<file path="config.mk">
export PLATFORM = sky130hd
export DESIGN_NAME = babbage_root_flat
export DESIGN_NICKNAME = d
export VERILOG_FILES = /design/src/rtl/babbage_root_if.sv /design/src/rtl/babbage_root.sv /design/src/flat_wrapper.sv
export SDC_FILE = /design/constraint.sdc
export NUM_CORES = 1
export LEC_CHECK = 0
export ABC_AREA = 1
export CORE_UTILIZATION = 30
export CTS_CLUSTER_SIZE = 14
export DETAILED_ROUTE_END_ITERATION = 16
export PLACE_DENSITY_LB_ADDON = 0.12
export REMOVE_ABC_BUFFERS = 1
export SYNTH_ARGS = -nofsm -noshare
export SYNTH_HDL_FRONTEND = slang
export SYNTH_SLANG_ARGS = --single-unit
</file>
<file path="constraint.sdc">
create_clock -name clk -period 4.9 [get_ports clk]
set_clock_uncertainty 0.1 [all_clocks]
set_input_delay 0.98 -clock clk [delete_from_list [all_inputs] [get_ports clk]]
set_output_delay 0.98 -clock clk [all_outputs]
set_load 0.03 [all_outputs]
</file>
<file path="src/rtl/babbage_root_if.sv">
// Request/result bus of babbage_root: coefficients and target in, root plus flags out.
// Pulse-in/pulse-out handshake: y_val is honoured only while ready is high, and valid pulses for one cycle.
interface babbage_root_if #(
    parameter int XW = 8,
    parameter int CW = 8,
    parameter int YW = 33
);
    logic [CW-1:0] a3;
    logic [CW-1:0] a2;
    logic [CW-1:0] a1;
    logic [CW-1:0] a0;
    logic [YW-1:0] y;
    logic          y_val;
    logic          ready;
    logic          valid;
    logic [XW-1:0] x;
    logic          exact;
    logic          under;

    modport master (
        output a3, a2, a1, a0, y, y_val,
        input  ready, valid, x, exact, under
    );

    modport slave (
        input  a3, a2, a1, a0, y, y_val,
        output ready, valid, x, exact, under
    );
endinterface

</file>
<file path="src/rtl/babbage_root.sv">
// Largest x with a3*x^3+a2*x^2+a1*x+a0 <= y: MSB-first bit search over a sequential Horner evaluator.
// Fixed latency of 4*XW edges; ready is low while busy. Macro BABBAGE_ROOT_RESTART_EN lets y_val abort and restart a search.
module babbage_root #(
    parameter int XW = 8,
    parameter int CW = 8,
    parameter int YW = 33
) (
    input  logic           clk,
    input  logic           rst,
    babbage_root_if.slave  bus
);
    localparam int BW = (XW > 1) ? $clog2(XW) : 1;

    typedef enum logic [1:0] {
        IDLE = 2'd0,
        EVAL = 2'd1,
        CMP  = 2'd2
    } state_t;

    state_t        r_state;
    state_t        w_state_nxt;
    logic          w_capture;

    logic [CW-1:0] r_a3;
    logic [CW-1:0] r_a2;
    logic [CW-1:0] r_a1;
    logic [CW-1:0] r_a0;
    logic [YW-1:0] r_y;
    logic [YW-1:0] r_acc;
    logic [XW-1:0] r_trial;
    logic [XW-1:0] r_x_acc;
    logic [BW-1:0] r_b;
    logic [1:0]    r_step;
    logic          r_exact;
    logic          r_under;

    logic          r_valid;
    logic [XW-1:0] r_x_out;
    logic          r_exact_out;
    logic          r_under_out;

    logic [YW-1:0] w_coef;
    logic [YW-1:0] w_horner;
    logic          w_fit;
    logic          w_exact_nxt;
    logic [XW-1:0] w_x_new;
    logic [BW-1:0] w_b_dec;
    logic [XW-1:0] w_trial_nxt;

    always_ff @(posedge clk or negedge rst) begin
        if (!rst) begin
            r_state <= IDLE;
        end else begin
            r_state <= w_state_nxt;
        end
    end

    always_comb begin
        w_state_nxt = r_state;
        w_capture   = 1'b0;
        case (r_state)
            IDLE: begin
                if (bus.y_val) begin
                    w_capture   = 1'b1;
                    w_state_nxt = EVAL;
                end
            end
            EVAL:    w_state_nxt = (r_step == 2'd2) ? CMP : EVAL;
            CMP:     w_state_nxt = (r_b == '0) ? IDLE : EVAL;
            default: w_state_nxt = IDLE;
        endcase
`ifdef BABBAGE_ROOT_RESTART_EN
        if (r_state != IDLE && bus.y_val) begin
            w_capture   = 1'b1;
            w_state_nxt = EVAL;
        end
`endif
    end

    // Horner step: acc*trial + next lower coefficient
    always_comb begin
        case (r_step)
            2'd0:    w_coef = YW'(r_a2);
            2'd1:    w_coef = YW'(r_a1);
            default: w_coef = YW'(r_a0);
        endcase
        w_horner    = r_acc * YW'(r_trial) + w_coef;
        w_fit       = (r_acc <= r_y);
        w_exact_nxt = r_exact | (w_fit && (r_acc == r_y));
        w_x_new     = w_fit ? r_trial : r_x_acc;
        w_b_dec     = r_b - BW'(1);
        w_trial_nxt = w_x_new | (XW'(1) << w_b_dec);
    end

    always_ff @(posedge clk or negedge rst) begin
        if (!rst) begin
            r_a3        <= '0;
            r_a2        <= '0;
            r_a1        <= '0;
            r_a0        <= '0;
            r_y         <= '0;
            r_acc       <= '0;
            r_trial     <= '0;
            r_x_acc     <= '0;
            r_b         <= '0;
            r_step      <= '0;
            r_exact     <= 1'b0;
            r_under     <= 1'b0;
            r_valid     <= 1'b0;
            r_x_out     <= '0;
            r_exact_out <= 1'b0;
            r_under_out <= 1'b0;
        end else begin
            r_valid <= 1'b0;
            if (w_capture) begin
                r_a3    <= bus.a3;
                r_a2    <= bus.a2;
                r_a1    <= bus.a1;
                r_a0    <= bus.a0;
                r_y     <= bus.y;
                r_acc   <= YW'(bus.a3);
                r_trial <= XW'(1) << (XW - 1);
                r_x_acc <= '0;
                r_b     <= BW'(XW - 1);
                r_step  <= 2'd0;
                r_exact <= (YW'(bus.a0) == bus.y);
                r_under <= (YW'(bus.a0) > bus.y);
            end else begin
                case (r_state)
                    EVAL: begin
                        r_acc  <= w_horner;
                        r_step <= r_step + 2'd1;
                    end
                    CMP: begin
                        r_x_acc <= w_x_new;
                        r_exact <= w_exact_nxt;
                        r_step  <= 2'd0;
                        if (r_b != '0) begin
                            r_b     <= w_b_dec;
                            r_trial <= w_trial_nxt;
                            r_acc   <= YW'(r_a3);
                        end else begin
                            r_valid     <= 1'b1;
                            r_x_out     <= r_under ? '0 : w_x_new;
                            r_exact_out <= ~r_under & w_exact_nxt;
                            r_under_out <= r_under;
                        end
                    end
                    default: ;
                endcase
            end
        end
    end

    assign bus.ready = (r_state == IDLE);
    assign bus.valid = r_valid;
    assign bus.x     = r_x_out;
    assign bus.exact = r_exact_out;
    assign bus.under = r_under_out;
endmodule

</file>
<file path="src/flat_wrapper.sv">
// flat-port wrapper written by rule: the top's interface ports become plain ports
module babbage_root_flat 
#(
    parameter int XW = 8,
    parameter int CW = 8,
    parameter int YW = 33
)
  (clk, rst, bus_a3, bus_a2, bus_a1, bus_a0, bus_y, bus_y_val, bus_ready, bus_valid, bus_x, bus_exact, bus_under);
  babbage_root_if #(.XW(XW), .CW(CW), .YW(YW)) bus_i ();
  input  logic clk;
  input  logic rst;
  input wire logic [$bits(bus_i.a3)-1:0] bus_a3;
  input wire logic [$bits(bus_i.a2)-1:0] bus_a2;
  input wire logic [$bits(bus_i.a1)-1:0] bus_a1;
  input wire logic [$bits(bus_i.a0)-1:0] bus_a0;
  input wire logic [$bits(bus_i.y)-1:0] bus_y;
  input wire logic [$bits(bus_i.y_val)-1:0] bus_y_val;
  output wire logic [$bits(bus_i.ready)-1:0] bus_ready;
  output wire logic [$bits(bus_i.valid)-1:0] bus_valid;
  output wire logic [$bits(bus_i.x)-1:0] bus_x;
  output wire logic [$bits(bus_i.exact)-1:0] bus_exact;
  output wire logic [$bits(bus_i.under)-1:0] bus_under;
  assign bus_i.a3 = bus_a3;
  assign bus_i.a2 = bus_a2;
  assign bus_i.a1 = bus_a1;
  assign bus_i.a0 = bus_a0;
  assign bus_i.y = bus_y;
  assign bus_i.y_val = bus_y_val;
  assign bus_ready = bus_i.ready;
  assign bus_valid = bus_i.valid;
  assign bus_x = bus_i.x;
  assign bus_exact = bus_i.exact;
  assign bus_under = bus_i.under;
  babbage_root #(.XW(XW), .CW(CW), .YW(YW)) u_core (.clk(clk), .rst(rst), .bus(bus_i));
endmodule
</file>
**After elaboration in Yosys (flattened, before gate mapping)**

Cells that the tools add are included.

- Multiplexer cells: 27
- Reductions and logical operators: 11
- Shifts and indexed selects: 1
- Bitwise logic cells: 6
- Add/subtract/negate cells: 3
- Multiply operators: 1
- Magnitude comparators: 2
- Equality and inequality tests: 8

Operator list:

| cell | number |
|---|---|
| two-way mux 33 bit | 2 |
| case mux 33 bit (2 select lines) | 1 |
| two-way mux 8 bit | 7 |
| adder 33 x 8 -> 33 bit | 1 |
| == test 33 bit | 1 |
| == test 8 x 33 -> 1 bit | 1 |
| > comparator 8 x 33 -> 1 bit | 1 |
| less-or-equal comparator 33 bit | 1 |
| multiplier 33 x 8 -> 33 bit | 1 |
| case mux 8 bit (2 select lines) | 1 |
| two-way mux 3 bit | 3 |
| two-way mux 1 bit | 8 |
| OR 8 bit | 1 |
| left shift 1 x 3 -> 8 bit, first input constant | 1 |
| two-way mux 2 bit | 3 |
| case mux 2 bit (3 select lines) | 1 |
| nonzero test 3 bit | 2 |
| == test 2 x 1 -> 1 bit, second input constant | 2 |
| == test 2 bit, second input constant | 2 |
| logical NOT 2 bit | 2 |
| case mux 2 bit (2 select lines) | 1 |
| AND reduction 2 bit | 2 |
| nonzero test 2 bit | 2 |
| logical NOT 3 bit | 1 |
| 9 further kinds | 11 |

- Logic and storage cells: 76
- Bits in registers: 134
- Output and inout port bits: 12
- Input port bits: 68

**Depth between registers and ports, before layout**

- Depth in word-level cells: 6
- Depth in mapped cells: 26
- Depth with buffers taken out: 25

**Worst setup path before layout**

OpenSTA, ideal clock, no wires.

- Path type: register to register
- Start point: reg u_core.r_step[0]
- End point: reg u_core.r_acc[30]
- Stages on the path, launching flop included: 21
- Buffers on the path: 1
- Required time: 4.678 ns
- Clock period less this slack: 4.678 ns
- Setup time: 0.122 ns
- Arrival: 4.456 ns
- Path slack: 0.222 ns
- Cells stage by stage: dfrtp_1 inv_1 ha_1 clkbuf_1 nor2_1 a21oi_1 fa_1 inv_1 fa_1 fa_1 inv_1 fa_1 inv_1 ha_1 a21oi_1 o21ai_0 a21oi_1 o21ai_1 nand3_1 a21oi_1 o21ai_1

- Longest elaborated chain between the ends: 5
- Elaborated cells between the ends (all ways): 6
- Classes of those cells: add/sub: 1; eq/ne: 1; mux: 3; reduce/logical: 1

RTL lines:

| item | RTL line | source |
|---|---|---|
| start: declaration | babbage_root.sv:33 | `logic [1:0] r_step;` |
| start signal: assignment | babbage_root.sv:132 | `r_step <= r_step + 2'd1;` |
| == test 2 x 1 -> 1 bit or logical NOT 2 bit (tied branches) | babbage_root.sv:82 | `case (r_step)` |
| case mux 8 bit (2 select lines) (*) | babbage_root.sv:82 |  |
| adder 33 x 8 -> 33 bit (*) | babbage_root.sv:87 | `w_horner = r_acc * YW'(r_trial) + w_coef;` |
| case mux 33 bit (2 select lines) (*) | babbage_root.sv:129 | `case (r_state)` |
| two-way mux 33 bit (*) | babbage_root.sv:115 | `if (w_capture) begin` |
| end signal: assignment | babbage_root.sv:121 | `r_acc <= YW'(bus.a3);` |
| end signal: assignment | babbage_root.sv:131 | `r_acc <= w_horner;` |
| end signal: assignment | babbage_root.sv:141 | `r_acc <= YW'(r_a3);` |
| end: declaration | babbage_root.sv:29 | `logic [YW-1:0] r_acc;` |

Mark *: on every way between the ends. The rest lies on a longest branch, timed or not.
A chain may end at the register's enable or synchronous reset.

**Final worst setup path**

- Start point: reg u_core.r_trial[4]
- End point: reg u_core.r_acc[26]

- Longest elaborated chain between the ends: 4

RTL lines:

| item | RTL line | source |
|---|---|---|
| start: declaration | babbage_root.sv:30 | `logic [XW-1:0] r_trial;` |
| start signal: assignment | babbage_root.sv:122 | `r_trial <= XW'(1) << (XW - 1);` |
| start signal: assignment | babbage_root.sv:140 | `r_trial <= w_trial_nxt;` |
| multiplier 33 x 8 -> 33 bit | babbage_root.sv:87 |  |
| adder 33 x 8 -> 33 bit | babbage_root.sv:87 |  |
| case mux 33 bit (2 select lines) | babbage_root.sv:129 |  |
| two-way mux 33 bit | babbage_root.sv:115 |  |

No other way between the ends.

==> metrics <==
register area=3370 um^2; simple-gate share of the synthesized area=21.3%; CTS Root Cell=clkbuf_16; sequential area share after synthesis=21.7%; Die Wd=229 um; CORE AREA=50,500 um^2; clk slew on worst S/H paths=0.07 ns; Required @ worst endpoint=5.14 ns; vias in the first global route=13,800; hold slack=0.374 ns; clk sink count=134; CP max FO=21; Die Y=229 um; Worst R2R Start=u_core.r_trial[4]; Syn Area/Cell=7.26 um^2; initial core utilization=30.5%; FMAX=0.213 GHz; final hold vios=0; area of the multi-input gates=9820 um^2; Final setup viols=0; antenna-violating nets left=0; via count=13,200; starting DRC count in detailed routing=639; unique cell type count in the Yosys netlist=46; Most used DFF post-synth=dfrtp_1; mux cell area share after synthesis=0%; drt pass-1 iters=5; count of state elements after synthesis=134; number of flops mapped to enable cells by yosys=0; Post-synth ARST share=100%; area share of the largest cell type after synthesis=21.9%; Synth area leaders=fa_1 (22%), dfrtp_1 (22%), nand2_1 (15%); maxcap violations=0; adder-cell share of the synthesized area=31.6%; Avg WL per Cell=16.2 um; period utilization=95.7%; Vias per Instance=4.51; RSZ-0062 raised after global routing=true; later-pin clock latency in the skew report=0.45 ns; share of cells above drive strength 1=10.5%; GRT overflow=0; TritonCTS clock tree=done; Setup crit end kind=flip-flop; Hold WC Path Type=reg -> reg; Inserted Clock Buffers=17; hold path start=u_core.r_a3[6]; YS warnings=0; worst slew pin tran=0.771 ns; final critical-path required period=4.69 ns; most common cell after layout, fill and taps aside=nand2_1; fin nets=2,598; cell taking the most area after synthesis=fa_1; mapped cell area=15,400 um^2; first-pass GRT wire length=76,400 um; status=completed; Clock Tree Buf Depth=2; crit path DAT=4.93 ns; post-placement cell area=17,500 um^2; final instance area=18,500 um^2; Final Slew Violations=0; startpoint types=flip-flop; initial antenna violation count=0; Placer Congestion=0.902; fill count=5,423; Syn-to-layout area delta=19.8%; Ant. Diodes=0; largest family of logic cells by synthesized area=adder cells; cell row count=82; synthesized instance count=2,125; Setup CP Type=reg -> reg; final WL=47,400 um; post-synthesis xor/xnor area fraction=0.568%; Boundary Pins=80; commonest non-fill, non-tap cells in the layout=nand2_1 (595), inv_1 (568), fa_1 (168), dfrtp_1 (123), ha_1 (112); crit path launch=u_core.r_trial[4]; Die Footprint=52,300 um^2; Synth Area in Compound Gates=8.58%; drt drc=0; largest net degree at the start of global routing=77; Total GRT Usage=18.9%; total number of H-tree levels=4; HPWL Detailed=38,400 um; I/O Buffers=79; max_slew headroom=48.6%
==> final cells by class <==
cell class,count,share of cell area (%)
timing repair buffer,178,9.01
clock inverter,10,0.786
sequential,134,18.2
multi-input combinational,1334,53.2
tap,672,4.55
clock buffer,20,2.53
inverter,577,11.7
==> layer usage <==
layer,share of wire [%],up-vias,track usage [%]
li1,-,6512,-
met3,3.5,59,2.21
met2,47,257,31.5
met4,2.3,0,5.87
met5,0,-,0
met1,47,6372,25.4
==> cell usage after synthesis (2+ instances only) <==
cell type,instances
a22oi_1,2
dfrtp_1,134
nor2_2,2
nand3_2,4
a21boi_0,2
a31oi_1,5
nor2_1,77
nand2_2,5
clkbuf_1,56
nand3_1,55
o21ai_0,107
inv_2,7
nor3_1,10
nor4_1,11
nor2_4,3
a21oi_1,77
xor2_1,6
buf_1,6
or2_2,3
nand2_1,603
a22o_1,7
o211ai_1,4
nand2_4,2
o21bai_1,2
buf_2,17
o21ai_1,15
nand4_2,2
o22ai_1,2
inv_1,570
nand4_1,12
o21ai_2,6
xnor2_1,4
ha_1,119
fa_1,169
a21o_1,6
o21a_1,3
==> worst paths after layout <==
check | to | slack (ns) | cells after the start
hold / removal | u_core.r_a3[6] | 0.37 | 2
setup / recovery | u_core.r_acc[26] | 0.21 | 18
min in group asynchronous | u_core.r_b[2] | 0.44 | 1
hold reg to reg | u_core.r_a3[6] | 0.37 | 2
max in group asynchronous | u_core.r_acc[6] | 3.22 | 2
setup reg to reg | u_core.r_acc[26] | 0.21 | 18
==> worst max-delay path, stage by stage, from the launching register on <==
cell and delay, ns:
dfrtp_1 0.41, buf_12 0.22, buf_4 0.22, nand2_1 0.09, fa_1 0.50, inv_1 0.05
fa_1 0.49, fa_1 0.49, inv_1 0.05, fa_1 0.49, inv_1 0.05, ha_1 0.34
a21oi_2 0.21, inv_1 0.06, nor2_1 0.16, a21boi_1 0.23, nand3_1 0.16, o21ai_0 0.20
nand2_1 0.07
==> state kept, by name, summed over array words and instances, names as in the netlist <==
| register | count |
|---|---|
| u_core.r_acc | 33 |
| u_core.r_y | 33 |
| u_core.bus.x | 8 |
| u_core.r_a0 | 8 |
| u_core.r_a1 | 8 |
| u_core.r_a2 | 8 |
| u_core.r_a3 | 8 |
| u_core.r_trial | 8 |
| u_core.r_x_acc | 8 |
| u_core.r_b | 3 |
| u_core.r_state | 2 |
| u_core.r_step | 2 |
| u_core.bus.exact | 1 |
| u_core.bus.under | 1 |
| u_core.bus.valid | 1 |
| u_core.r_exact | 1 |
| u_core.r_under | 1 |
==> what timing repair did <==
action	in CTS	in global routing
pin swaps	0	7
gates cloned	0	0
hold buffers	0	0
setup endpoints to repair	4	23
resized for setup	2	88
setup buffers	0	6
==> metrics by stage <==
step / std cells / setup TNS [ns] / util (%) / setup WS, ns
2_1_floorplan: 2045 / 0 / - / 0.294
3_3_place_gp: 2889 / 0 / 34.7 / 0.0363
3_5_place_dp: 2889 / -0.0125 / 34.7 / -0.0125
4_1_cts: 2919 / 0 / 36.0 / 0.00618
5_1_grt: 2925 / -0.0373 / 36.6 / -0.0262
6_report: 2925 / 0 / 36.6 / 0.210
==> kinds of logic after synthesis <==
logic type	Yosys count
xor+xnor	10
buf+inv	657
simple gates	795
compound gates	241
fa+ha+maj	288
flops	134
Power is left out: the tool's default activity adds up to more than one toggle a clock period on the data nets, which glitch-free logic cannot reach.
